===== src/rtl/decode_imm_ctrl_if.sv =====
// rtl/decode_imm_ctrl_if.sv - fetch/decode handshake bundle for decode_imm_ctrl
//
// Purpose: groups the fetch-side push channel, the decode-side head channel,
//          the immediate-format controls and the stall counter.
// Signals:
//   in_valid/in_ready/in_instr/in_pc      fetch -> buffer push channel
//   flush                                 synchronous discard request
//   out_valid/out_ready/out_instr/out_pc  buffer head -> decode
//   ImmSrc/imm_used/illegal               immediate controls for sign_extend
//   stall_cnt                             saturating decode back-pressure count
// Modports: master = fetch/decode side (bench), slave = decode_imm_ctrl.

interface decode_imm_ctrl_if #(
  parameter int DATA_WIDTH = 32,
  parameter int CNT_WIDTH  = 16
);

  logic                  in_valid;
  logic                  in_ready;
  logic [DATA_WIDTH-1:0] in_instr;
  logic [DATA_WIDTH-1:0] in_pc;
  logic                  flush;
  logic                  out_valid;
  logic                  out_ready;
  logic [DATA_WIDTH-1:0] out_instr;
  logic [DATA_WIDTH-1:0] out_pc;
  logic [2:0]            ImmSrc;
  logic                  imm_used;
  logic                  illegal;
  logic [CNT_WIDTH-1:0]  stall_cnt;

  modport master (
    output in_valid, in_instr, in_pc, flush, out_ready,
    input  in_ready, out_valid, out_instr, out_pc,
    input  ImmSrc, imm_used, illegal, stall_cnt
  );

  modport slave (
    input  in_valid, in_instr, in_pc, flush, out_ready,
    output in_ready, out_valid, out_instr, out_pc,
    output ImmSrc, imm_used, illegal, stall_cnt
  );

endinterface


===== src/rtl/decode_imm_ctrl.sv =====
// rtl/decode_imm_ctrl.sv - two-entry fetch->decode skid buffer with immediate-format decode
//
// Purpose: buffers up to two fetched instructions, presents the oldest one to
//          decode and derives the sign_extend immediate format from it.
//          A flush empties the buffer; decode back-pressure cycles are counted.
// Ports:
//   clk    clock, all state on rising edge
//   rst_n  asynchronous active-low reset
//   bus    decode_imm_ctrl_if.slave (push channel, head channel, ImmSrc,
//          imm_used, illegal, stall_cnt)
// Immediate format codes (ImmSrc):
//   I = 3'd0, S = 3'd1, B = 3'd2, U = 3'd3, I5 = 3'd4

module decode_imm_ctrl #(
  parameter int DATA_WIDTH = 32,
  parameter int CNT_WIDTH  = 16
) (
  input  logic               clk,
  input  logic               rst_n,
  decode_imm_ctrl_if.slave   bus
);

  // Buffer occupancy states
  localparam logic [1:0] ST_EMPTY = 2'd0;
  localparam logic [1:0] ST_ONE   = 2'd1;
  localparam logic [1:0] ST_TWO   = 2'd2;

  // sign_extend immediate format codes
  localparam logic [2:0] SIGN_EXTEND_I  = 3'd0;
  localparam logic [2:0] SIGN_EXTEND_S  = 3'd1;
  localparam logic [2:0] SIGN_EXTEND_B  = 3'd2;
  localparam logic [2:0] SIGN_EXTEND_U  = 3'd3;
  localparam logic [2:0] SIGN_EXTEND_I5 = 3'd4;

  // RV32I major opcodes
  localparam logic [6:0] OP_IMM    = 7'b0010011;
  localparam logic [6:0] OP_LOAD   = 7'b0000011;
  localparam logic [6:0] OP_JALR   = 7'b1100111;
  localparam logic [6:0] OP_STORE  = 7'b0100011;
  localparam logic [6:0] OP_BRANCH = 7'b1100011;
  localparam logic [6:0] OP_LUI    = 7'b0110111;
  localparam logic [6:0] OP_AUIPC  = 7'b0010111;
  localparam logic [6:0] OP_REG    = 7'b0110011;

  // Shift-immediate funct3 values (slli / srli,srai)
  localparam logic [2:0] F3_SLL = 3'b001;
  localparam logic [2:0] F3_SRX = 3'b101;

  localparam logic [CNT_WIDTH-1:0] CNT_MAX = '1;

  logic [1:0]            state;
  logic [1:0]            state_nxt;
  logic [DATA_WIDTH-1:0] head_instr;
  logic [DATA_WIDTH-1:0] head_pc;
  logic [DATA_WIDTH-1:0] tail_instr;
  logic [DATA_WIDTH-1:0] tail_pc;
  logic [CNT_WIDTH-1:0]  stall_q;
  logic                  push;
  logic                  pop;

  logic [6:0]            opcode;
  logic [2:0]            f3;
  logic [2:0]            imm_src;
  logic                  used;
  logic                  bad_op;

  // Handshake outputs depend on state only, so fetch and decode never see a
  // combinational loop through this buffer.
  assign bus.in_ready  = (state != ST_TWO);
  assign bus.out_valid = (state != ST_EMPTY);

  assign push = bus.in_valid  && bus.in_ready;
  assign pop  = bus.out_valid && bus.out_ready;

  // Next-state logic; flush overrides every other transition.
  always_comb begin
    state_nxt = state;
    if (bus.flush) begin
      state_nxt = ST_EMPTY;
    end else begin
      case (state)
        ST_EMPTY: begin
          if (push) state_nxt = ST_ONE;
        end
        ST_ONE: begin
          if (push && !pop)      state_nxt = ST_TWO;
          else if (pop && !push) state_nxt = ST_EMPTY;
        end
        ST_TWO: begin
          if (pop) state_nxt = ST_ONE;
        end
        default: state_nxt = ST_EMPTY;
      endcase
    end
  end

  always_ff @(posedge clk or negedge rst_n) begin
    if (!rst_n) begin
      state <= ST_EMPTY;
    end else begin
      state <= state_nxt;
    end
  end

  // Entry storage. The head register always holds the oldest instruction so
  // decode reads a fixed location; the tail only holds the second entry.
  // During a flush nothing is written, which drops any instruction pushed in
  // that cycle.
  always_ff @(posedge clk or negedge rst_n) begin
    if (!rst_n) begin
      head_instr <= '0;
      head_pc    <= '0;
      tail_instr <= '0;
      tail_pc    <= '0;
    end else if (!bus.flush) begin
      case (state)
        ST_EMPTY: begin
          if (push) begin
            head_instr <= bus.in_instr;
            head_pc    <= bus.in_pc;
          end
        end
        ST_ONE: begin
          if (push && pop) begin
            // Head leaves as the new one arrives: new instr goes straight to head.
            head_instr <= bus.in_instr;
            head_pc    <= bus.in_pc;
          end else if (push) begin
            tail_instr <= bus.in_instr;
            tail_pc    <= bus.in_pc;
          end
        end
        ST_TWO: begin
          if (pop) begin
            head_instr <= tail_instr;
            head_pc    <= tail_pc;
          end
        end
        default: ;
      endcase
    end
  end

  // Saturating back-pressure counter; a flush does not clear it.
  always_ff @(posedge clk or negedge rst_n) begin
    if (!rst_n) begin
      stall_q <= '0;
    end else if (bus.out_valid && !bus.out_ready && (stall_q != CNT_MAX)) begin
      stall_q <= stall_q + 1'b1;
    end
  end

  assign bus.stall_cnt = stall_q;
  assign bus.out_instr = head_instr;
  assign bus.out_pc    = head_pc;

  assign opcode = head_instr[6:0];
  assign f3     = head_instr[14:12];

  // Immediate-format decode of the head entry. With no valid head the
  // outputs rest at I/unused/legal so sign_extend never sees an invalid code.
  // JAL is reported illegal: this decoder has no J format.
  always_comb begin
    imm_src = SIGN_EXTEND_I;
    used    = 1'b0;
    bad_op  = 1'b0;
    if (bus.out_valid) begin
      case (opcode)
        OP_IMM: begin
          used = 1'b1;
          if ((f3 == F3_SLL) || (f3 == F3_SRX)) imm_src = SIGN_EXTEND_I5;
          else                                  imm_src = SIGN_EXTEND_I;
        end
        OP_LOAD, OP_JALR: begin
          imm_src = SIGN_EXTEND_I;
          used    = 1'b1;
        end
        OP_STORE: begin
          imm_src = SIGN_EXTEND_S;
          used    = 1'b1;
        end
        OP_BRANCH: begin
          imm_src = SIGN_EXTEND_B;
          used    = 1'b1;
        end
        OP_LUI, OP_AUIPC: begin
          imm_src = SIGN_EXTEND_U;
          used    = 1'b1;
        end
        OP_REG: begin
          imm_src = SIGN_EXTEND_I;
          used    = 1'b0;
        end
        default: begin
          imm_src = SIGN_EXTEND_I;
          used    = 1'b0;
          bad_op  = 1'b1;
        end
      endcase
    end
  end

  assign bus.ImmSrc   = imm_src;
  assign bus.imm_used = used;
  assign bus.illegal  = bad_op;

endmodule

===== src/flat_wrapper.sv =====
// flat-port wrapper written by rule: the top's interface ports become plain ports
module decode_imm_ctrl_flat 
#(
  parameter int DATA_WIDTH = 32,
  parameter int CNT_WIDTH  = 16
)
  (clk, rst_n, bus_in_valid, bus_in_instr, bus_in_pc, bus_flush, bus_out_ready, bus_in_ready, bus_out_valid, bus_out_instr, bus_out_pc, bus_ImmSrc, bus_imm_used, bus_illegal, bus_stall_cnt);
  decode_imm_ctrl_if #(.DATA_WIDTH(DATA_WIDTH), .CNT_WIDTH(CNT_WIDTH)) bus_i ();
  input  logic clk;
  input  logic rst_n;
  input wire logic [$bits(bus_i.in_valid)-1:0] bus_in_valid;
  input wire logic [$bits(bus_i.in_instr)-1:0] bus_in_instr;
  input wire logic [$bits(bus_i.in_pc)-1:0] bus_in_pc;
  input wire logic [$bits(bus_i.flush)-1:0] bus_flush;
  input wire logic [$bits(bus_i.out_ready)-1:0] bus_out_ready;
  output wire logic [$bits(bus_i.in_ready)-1:0] bus_in_ready;
  output wire logic [$bits(bus_i.out_valid)-1:0] bus_out_valid;
  output wire logic [$bits(bus_i.out_instr)-1:0] bus_out_instr;
  output wire logic [$bits(bus_i.out_pc)-1:0] bus_out_pc;
  output wire logic [$bits(bus_i.ImmSrc)-1:0] bus_ImmSrc;
  output wire logic [$bits(bus_i.imm_used)-1:0] bus_imm_used;
  output wire logic [$bits(bus_i.illegal)-1:0] bus_illegal;
  output wire logic [$bits(bus_i.stall_cnt)-1:0] bus_stall_cnt;
  assign bus_i.in_valid = bus_in_valid;
  assign bus_i.in_instr = bus_in_instr;
  assign bus_i.in_pc = bus_in_pc;
  assign bus_i.flush = bus_flush;
  assign bus_i.out_ready = bus_out_ready;
  assign bus_in_ready = bus_i.in_ready;
  assign bus_out_valid = bus_i.out_valid;
  assign bus_out_instr = bus_i.out_instr;
  assign bus_out_pc = bus_i.out_pc;
  assign bus_ImmSrc = bus_i.ImmSrc;
  assign bus_imm_used = bus_i.imm_used;
  assign bus_illegal = bus_i.illegal;
  assign bus_stall_cnt = bus_i.stall_cnt;
  decode_imm_ctrl #(.DATA_WIDTH(DATA_WIDTH), .CNT_WIDTH(CNT_WIDTH)) u_core (.clk(clk), .rst_n(rst_n), .bus(bus_i));
endmodule

===== config.mk =====
export PLATFORM = sky130hd
export DESIGN_NAME = decode_imm_ctrl_flat
export DESIGN_NICKNAME = d
export VERILOG_FILES = /design/src/rtl/decode_imm_ctrl_if.sv /design/src/rtl/decode_imm_ctrl.sv /design/src/flat_wrapper.sv
export SDC_FILE = /design/constraint.sdc
export NUM_CORES = 1
export LEC_CHECK = 0
export ABC_AREA = 1
export ABC_CLOCK_PERIOD_IN_PS = 2700
export CORE_MARGIN = 5
export CORE_UTILIZATION = 29
export CTS_CLUSTER_DIAMETER = 40
export DETAILED_ROUTE_END_ITERATION = 6
export HOLD_SLACK_MARGIN = 0.08
export PLACE_DENSITY = 0.6
export SYNTH_ARGS = -nofsm -noshare
export SYNTH_HDL_FRONTEND = slang
export SYNTH_SLANG_ARGS = --single-unit

===== constraint.sdc =====
create_clock -name clk -period 2.7 [get_ports clk]
set_clock_uncertainty 0.15 [all_clocks]
set_input_delay 0.54 -clock clk [delete_from_list [all_inputs] [get_ports clk]]
set_output_delay 0.54 -clock clk [all_outputs]
set_load 0.05 [all_outputs]

==> results of run 1 <==
logic make-up after synthesis:
family / count (synthesis) / share of synthesized area (%)
AND/OR/NAND/NOR: 331 / 19.0
AO/OA/AOI/OAI: 209 / 15.8
buffers and inverters: 196 / 12.3
flip-flops: 146 / 51.8
XOR/XNOR: 4 / 0.497
adder cells (fa/ha/maj): 3 / 0.533
cell type report:
cell class,count,area share [%]
inverters,153,5.99
clock inverters,12,1.39
repair buffers,174,19.2
flip-flops and latches,146,38.0
clock buffers,20,4.65
multi-input cells,547,26.5
well taps,324,4.22
worst paths after layout:
path                            slack [ns]                                  end  cells after the start                           startpoint
max in group asynchronous             1.18    u_core.bus.out_pc[31]$_DFFE_PN0P_                      3                                rst_n
worst max-delay path                  0.22                         bus_imm_used                      8  u_core.bus.out_instr[2]$_DFFE_PN0P_
min in group asynchronous             0.51  u_core.bus.stall_cnt[7]$_DFFE_PN0P_                      2                                rst_n
worst min-delay path                  0.36       u_core.tail_pc[16]$_DFFE_PN0P_                      2       u_core.tail_pc[16]$_DFFE_PN0P_
worst max register to register        0.50        u_core.tail_pc[3]$_DFFE_PN0P_                      8          u_core.state[0]$_DFFE_PN0P_
worst min register to register        0.36       u_core.tail_pc[16]$_DFFE_PN0P_                      2       u_core.tail_pc[16]$_DFFE_PN0P_
what timing repair did:
action	in CTS	in global routing
gates resized for setup	0	1
endpoints found under the hold margin	51	0
setup endpoints to repair	0	1
hold buffers	1	0
cell usage after synthesis, drive strengths merged:
| library cell | n | area share, % |
|---|---|---|
| nand4 | 9 | 0.80 |
| o21ai | 206 | 16 |
| dfrtp | 146 | 52 |
| ha | 3 | 0.53 |
| nor2 | 31 | 1.9 |
| nand3 | 13 | 0.92 |
| buf | 38 | 3.9 |
| nand2 | 272 | 15 |
| xor2 | 1 | 0.12 |
| a21oi | 3 | 0.21 |
| clkbuf | 5 | 0.27 |
| nor3 | 6 | 0.59 |
| inv | 153 | 8.1 |
| xnor2 | 3 | 0.37 |
critical path, delay by kind of cell (launching register included):
family	cells	cell delay (ns)
simple gates	5	0.60
flops	1	0.39
buf+inv	3	0.39
flip-flops by register name (all words and copies together), names as in the netlist:
| name | flops |
|---|---|
| u_core.bus.out_instr | 32 |
| u_core.bus.out_pc | 32 |
| u_core.tail_instr | 32 |
| u_core.tail_pc | 32 |
| u_core.bus.stall_cnt | 16 |
| u_core.state | 2 |
metrics by stage:
stage | util [%] | cell area, sq um | std cells | hold slack (ns)
CTS | 39.8 | 9600 | 1376 | 0.370
detailed placement | 37.4 | 9010 | 1343 | 0.353
global placement | 37.4 | 9010 | 1343 | 0.345
floorplan | - | 7060 | 889 | 0.0944
finish | 39.9 | 9610 | 1376 | 0.362
global route | 39.9 | 9610 | 1376 | 0.379
routing by layer:
metal  up-vias  wire length (microns)  share of wire (%)  GRT usage, %
met5         -                      0                  0             0
met4         0                    257                1.5          3.95
met3        14                    883                5.2          3.43
met2       145                   7380                 43          19.4
met1      2721                   8480                 50          17.6
li1       3064                      -                  -             -
report_power, final:
part           switching (mW)  total [mW]  internal (mW)
clock                   0.951        2.34           1.39
sequential              0.491        3.65           3.16
combinational            3.39        5.11           1.72
total                    4.83        11.1           6.27
==> results.py, run 1 <==
metrics = {
    "final_layout": {
        "final_common_cell": "nand2_1",
        "nNetsFinal": 1111,
        "drive_gt1_share_pct": 8.94,
        "seq_area_sq_mm": 0.00365,
        "final.fill_count": 2422,
        "syn2layout_area_growth_pct": 36.3,
        "diodes": 0,
        "final_cell_mix": "nand2_1, inv_1, clkdlybuf4s50_1, dfrtp_1, o21ai_1",
        "multi_input_area_sq_mm": 0.00254,
    },
    "logic_synthesis": {
        "ys_types": 24,
        "synth_nets": 961,
        "synth_seq_area_share_pct": 51.8,
        "synth.avg_cell_area_sq_um": 7.93,
        "yosys_register_bits": 146,
        "yosys_warnings": 0,
        "syn_area_sq_mm": 0.00705,
        "syn_inst": 889,
    },
    "worst_setup_path": {
        "cp_max_fo": 3,
        "worstSetupPathType": "register to primary output",
        "crit_chain": "inv_1 -> nor3_1 -> buf_4 -> nand2_1 -> nand3_1 -> nor2_1 -> nor2_1 -> buf_12",
        "cpPeakStageDelay_ns": 0.39,
        "cp.arrival_ns": 1.79,
        "cp.required_ns": 2.01,
        "crit_path_start_kind": "register",
        "crit_top_cell": "nor2_1",
        "crit_slowest_cell": "dfrtp_1",
        "end_kind": "primary output",
    },
    "clock_tree": {
        "clk_latency_ns": 0.41,
        "postCtsSetupBuffers": 0,
        "htreeDepth": 4,
        "cts_tree": "built",
        "clock-sinks": 146,
        "cts_root_buffer": "clkbuf_16",
        "cts-buffers-inserted": 17,
        "clk_pin_slew_ns": 0.06,
        "clockBufferDepth": 2,
    },
    "global_route": {
        "antenna_found_initial": 0,
        "grt_pass1_vias": 5769,
        "gr-usage-all-layers_pct": 12.7,
        "grt_pass1_wl_microns": 29300,
        "grt_max_degree": 71,
        "overflow": 0,
    },
    "floorplan": {
        "initial_utilization_pct": 29.2,
        "die_y_microns": 166,
        "dieArea_sq_mm": 0.0275,
        "core_sq_mm": 0.0241,
        "io_pins": 156,
        "placementRows": 57,
        "dieWidth_microns": 166,
    },
    "detailed_routing": {
        "drt_pass1_iterations": 6,
        "finalWirelength_microns": 17000,
        "wl_per_cell_microns": 12.4,
        "final_antenna_net_count": 0,
        "drt-vias-per-instance": 4.32,
        "drt_iter0_markers": 253,
        "vias": 5944,
        "drc": 0,
    },
    "outcome": {
        "status": "complete, no violations",
    },
    "sta": {
        "period_share_pct": 91.8,
        "maxSlewViolCount": 0,
        "fin_tns_setup_ns": 0,
        "tightest_slew_ns": 0.563,
        "post-route-min-period_ns": 2.48,
        "setup_violations": 0,
        "rsz0062_at_grt": "false",
        "hold_violations": 0,
        "fmax_mhz": 403,
        "fin_ws_ns": 0.221,
        "relSlewSlack_pct": 62.4,
    },
    "power": {
        "ir_drop_uv": 764,
        "power.total_mw": 11.1,
        "power_density_mw_per_mm2": 1160,
        "p_leak_nw": 4.40,
    },
    "job": {
        "drv_cap": 0,
    },
    "placed_design": {
        "place_hpwl_microns": 11800,
        "pre_cts_ws_ns": 0.0723,
        "port_buffers": 155,
        "place.gp.congestion": 0.757,
    },
    "worst_hold_path": {
        "hold_path.class": "register to register",
    },
}
No activity file was read; power rests on OpenSTA's default activity.
==> run 2, diff against run 1 <==
SLEW_MARGIN = 5   (was not set)
==> results of run 2 <==
No change in the layout: final DEF, timing and power equal those of run 1.
==> run 3, diff against run 2 <==
RECOVER_POWER = 100   (was not set)
==> results.py, run 3 (same netlist as run 1, synthesis figures left out) <==
metrics = {
    "sta": {
        "fmax_mhz": 397,
        "setup_violations": 0,
        "relSlewSlack_pct": 3.00,
        "tightest_slew_ns": 1.45,
        "rsz0062_at_grt": "false",
        "period_share_pct": 93.4,
        "hold_violations": 0,
        "post-route-min-period_ns": 2.52,
        "maxSlewViolCount": 0,
        "fin_tns_setup_ns": 0,
    },
    "detailed_routing": {
        "finalWirelength_microns": 17000,
        "drt_pass1_iterations": 5,
        "drt_iter0_markers": 270,
        "drc": 0,
        "vias": 5916,
        "wl_per_cell_microns": 12.4,
        "final_antenna_net_count": 0,
        "drt-vias-per-instance": 4.30,
    },
    "worst_setup_path": {
        "end_kind": "primary output",
        "cp.required_ns": 2.01,
        "crit_buf_inv": 2,
        "cp.arrival_ns": 1.83,
        "crit_chain": "nor3_1 -> buf_4 -> nand2_1 -> a21oi_1 -> clkdlybuf4s15_2",
        "cp_max_fo": 4,
        "worstSetupPathType": "register to primary output",
        "crit_path_start_kind": "register",
        "crit_family": "buffers and inverters",
        "cpPeakStageDelay_ns": 0.42,
        "crit_slowest_cell": "dfrtp_1",
    },
    "final_layout": {
        "nNetsFinal": 1111,
        "final_common_cell": "nand2_1",
        "syn2layout_area_growth_pct": 34.1,
        "instances_no_fill": 1376,
        "final_cell_mix": "nand2_1, o21ai_0, inv_1, dfrtp_1, dlygate4sd3_1",
        "final.fill_count": 2450,
        "seq_area_sq_mm": 0.00365,
        "post-route-util_pct": 39.2,
        "multi_input_area_sq_mm": 0.00248,
        "diodes": 0,
        "drive_gt1_share_pct": 6.94,
    },
    "job": {
        "drv_cap": 0,
    },
    "clock_tree": {
        "clock-sinks": 146,
        "clk_pin_slew_ns": 0.06,
        "clockBufferDepth": 2,
        "postCtsSetupBuffers": 0,
        "cts_tree": "built",
        "cts_root_buffer": "clkbuf_16",
        "cts-buffers-inserted": 17,
        "htreeDepth": 4,
        "clk_latency_ns": 0.41,
    },
    "power": {
        "power.total_mw": 10.7,
        "power_density_mw_per_mm2": 1130,
        "p_leak_nw": 4.44,
        "ir_drop_uv": 721,
    },
    "global_route": {
        "overflow": 0,
        "grt_max_degree": 71,
        "antenna_found_initial": 0,
        "grt_pass1_wl_microns": 29300,
        "grt_pass1_vias": 5769,
        "gr-usage-all-layers_pct": 12.7,
    },
    "floorplan": {
        "io_pins": 156,
        "dieWidth_microns": 166,
        "initial_utilization_pct": 29.2,
        "die_y_microns": 166,
        "dieArea_sq_mm": 0.0275,
        "core_sq_mm": 0.0241,
        "placementRows": 57,
    },
    "worst_hold_path": {
        "hold_path.class": "register to register",
    },
    "placed_design": {
        "port_buffers": 155,
        "place_hpwl_microns": 11800,
        "dp_cells": 1343,
        "place.gp.congestion": 0.757,
    },
    "outcome": {
        "status": "complete, no violations",
    },
}
## run 3: tightest hold or removal path: cells and delay by family, from the launching register on
family	cells	cell delay, ns
AO/OA/AOI/OAI	1	0.11
buffers and inverters	1	0.05
flip-flops	1	0.32
## run 3: timing repair
action,CTS,global route
setup endpoints to repair,0,1
endpoints found under the hold margin,51,0
gates resized for setup,0,1
hold buffers,1,0
## run 3: final cells by class
cell class	count	area share [%]
Sequential cell	146	38.7
Multi-Input combinational cell	547	26.2
Timing Repair Buffer	174	18.6
Inverter	153	6.08
Clock buffer	20	4.73
Tap cell	324	4.29
Clock inverter	12	1.42
## run 3: path summary, 6_finish.rpt
path	startpoint	endpoint	slack, ns	cells after the start
max in group asynchronous	rst_n	u_core.bus.out_pc[31]$_DFFE_PN0P_	0.54	3
setup / recovery	u_core.bus.out_instr[3]$_DFFE_PN0P_	bus_ImmSrc[0]	0.18	5
setup reg to reg	u_core.state[0]$_DFFE_PN0P_	u_core.tail_pc[3]$_DFFE_PN0P_	0.29	8
hold / removal	u_core.tail_pc[29]$_DFFE_PN0P_	u_core.tail_pc[29]$_DFFE_PN0P_	0.37	2
hold reg to reg	u_core.tail_pc[29]$_DFFE_PN0P_	u_core.tail_pc[29]$_DFFE_PN0P_	0.37	2
min in group asynchronous	rst_n	u_core.bus.stall_cnt[11]$_DFFE_PN0P_	0.86	2
## run 3: where the power goes
| group | switching, mW | internal [mW] |
|---|---|---|
| combinational | 3.29 | 1.40 |
| clock | 0.953 | 1.39 |
| sequential | 0.468 | 3.16 |
## run 3: per-stage QoR
| stage | hold WS [ns] | setup WS [ns] | area, sq um |
|---|---|---|---|
| 2_1_floorplan | 0.0944 | 0.0518 | 7060 |
| 3_3_place_gp | 0.345 | 0.0856 | 9010 |
| 3_5_place_dp | 0.353 | 0.0723 | 9010 |
| 4_1_cts | 0.370 | 0.0132 | 9600 |
| 5_1_grt | 0.382 | 0.0562 | 9450 |
| 6_report | 0.365 | 0.179 | 9450 |
## run 3: routing by layer
metal	track usage [%]	wire, microns	up-vias
li1	-	-	3057
met1	17.6	8550	2709
met2	19.4	7400	136
met3	3.43	837	14
met4	3.95	257	0
met5	0	0	-
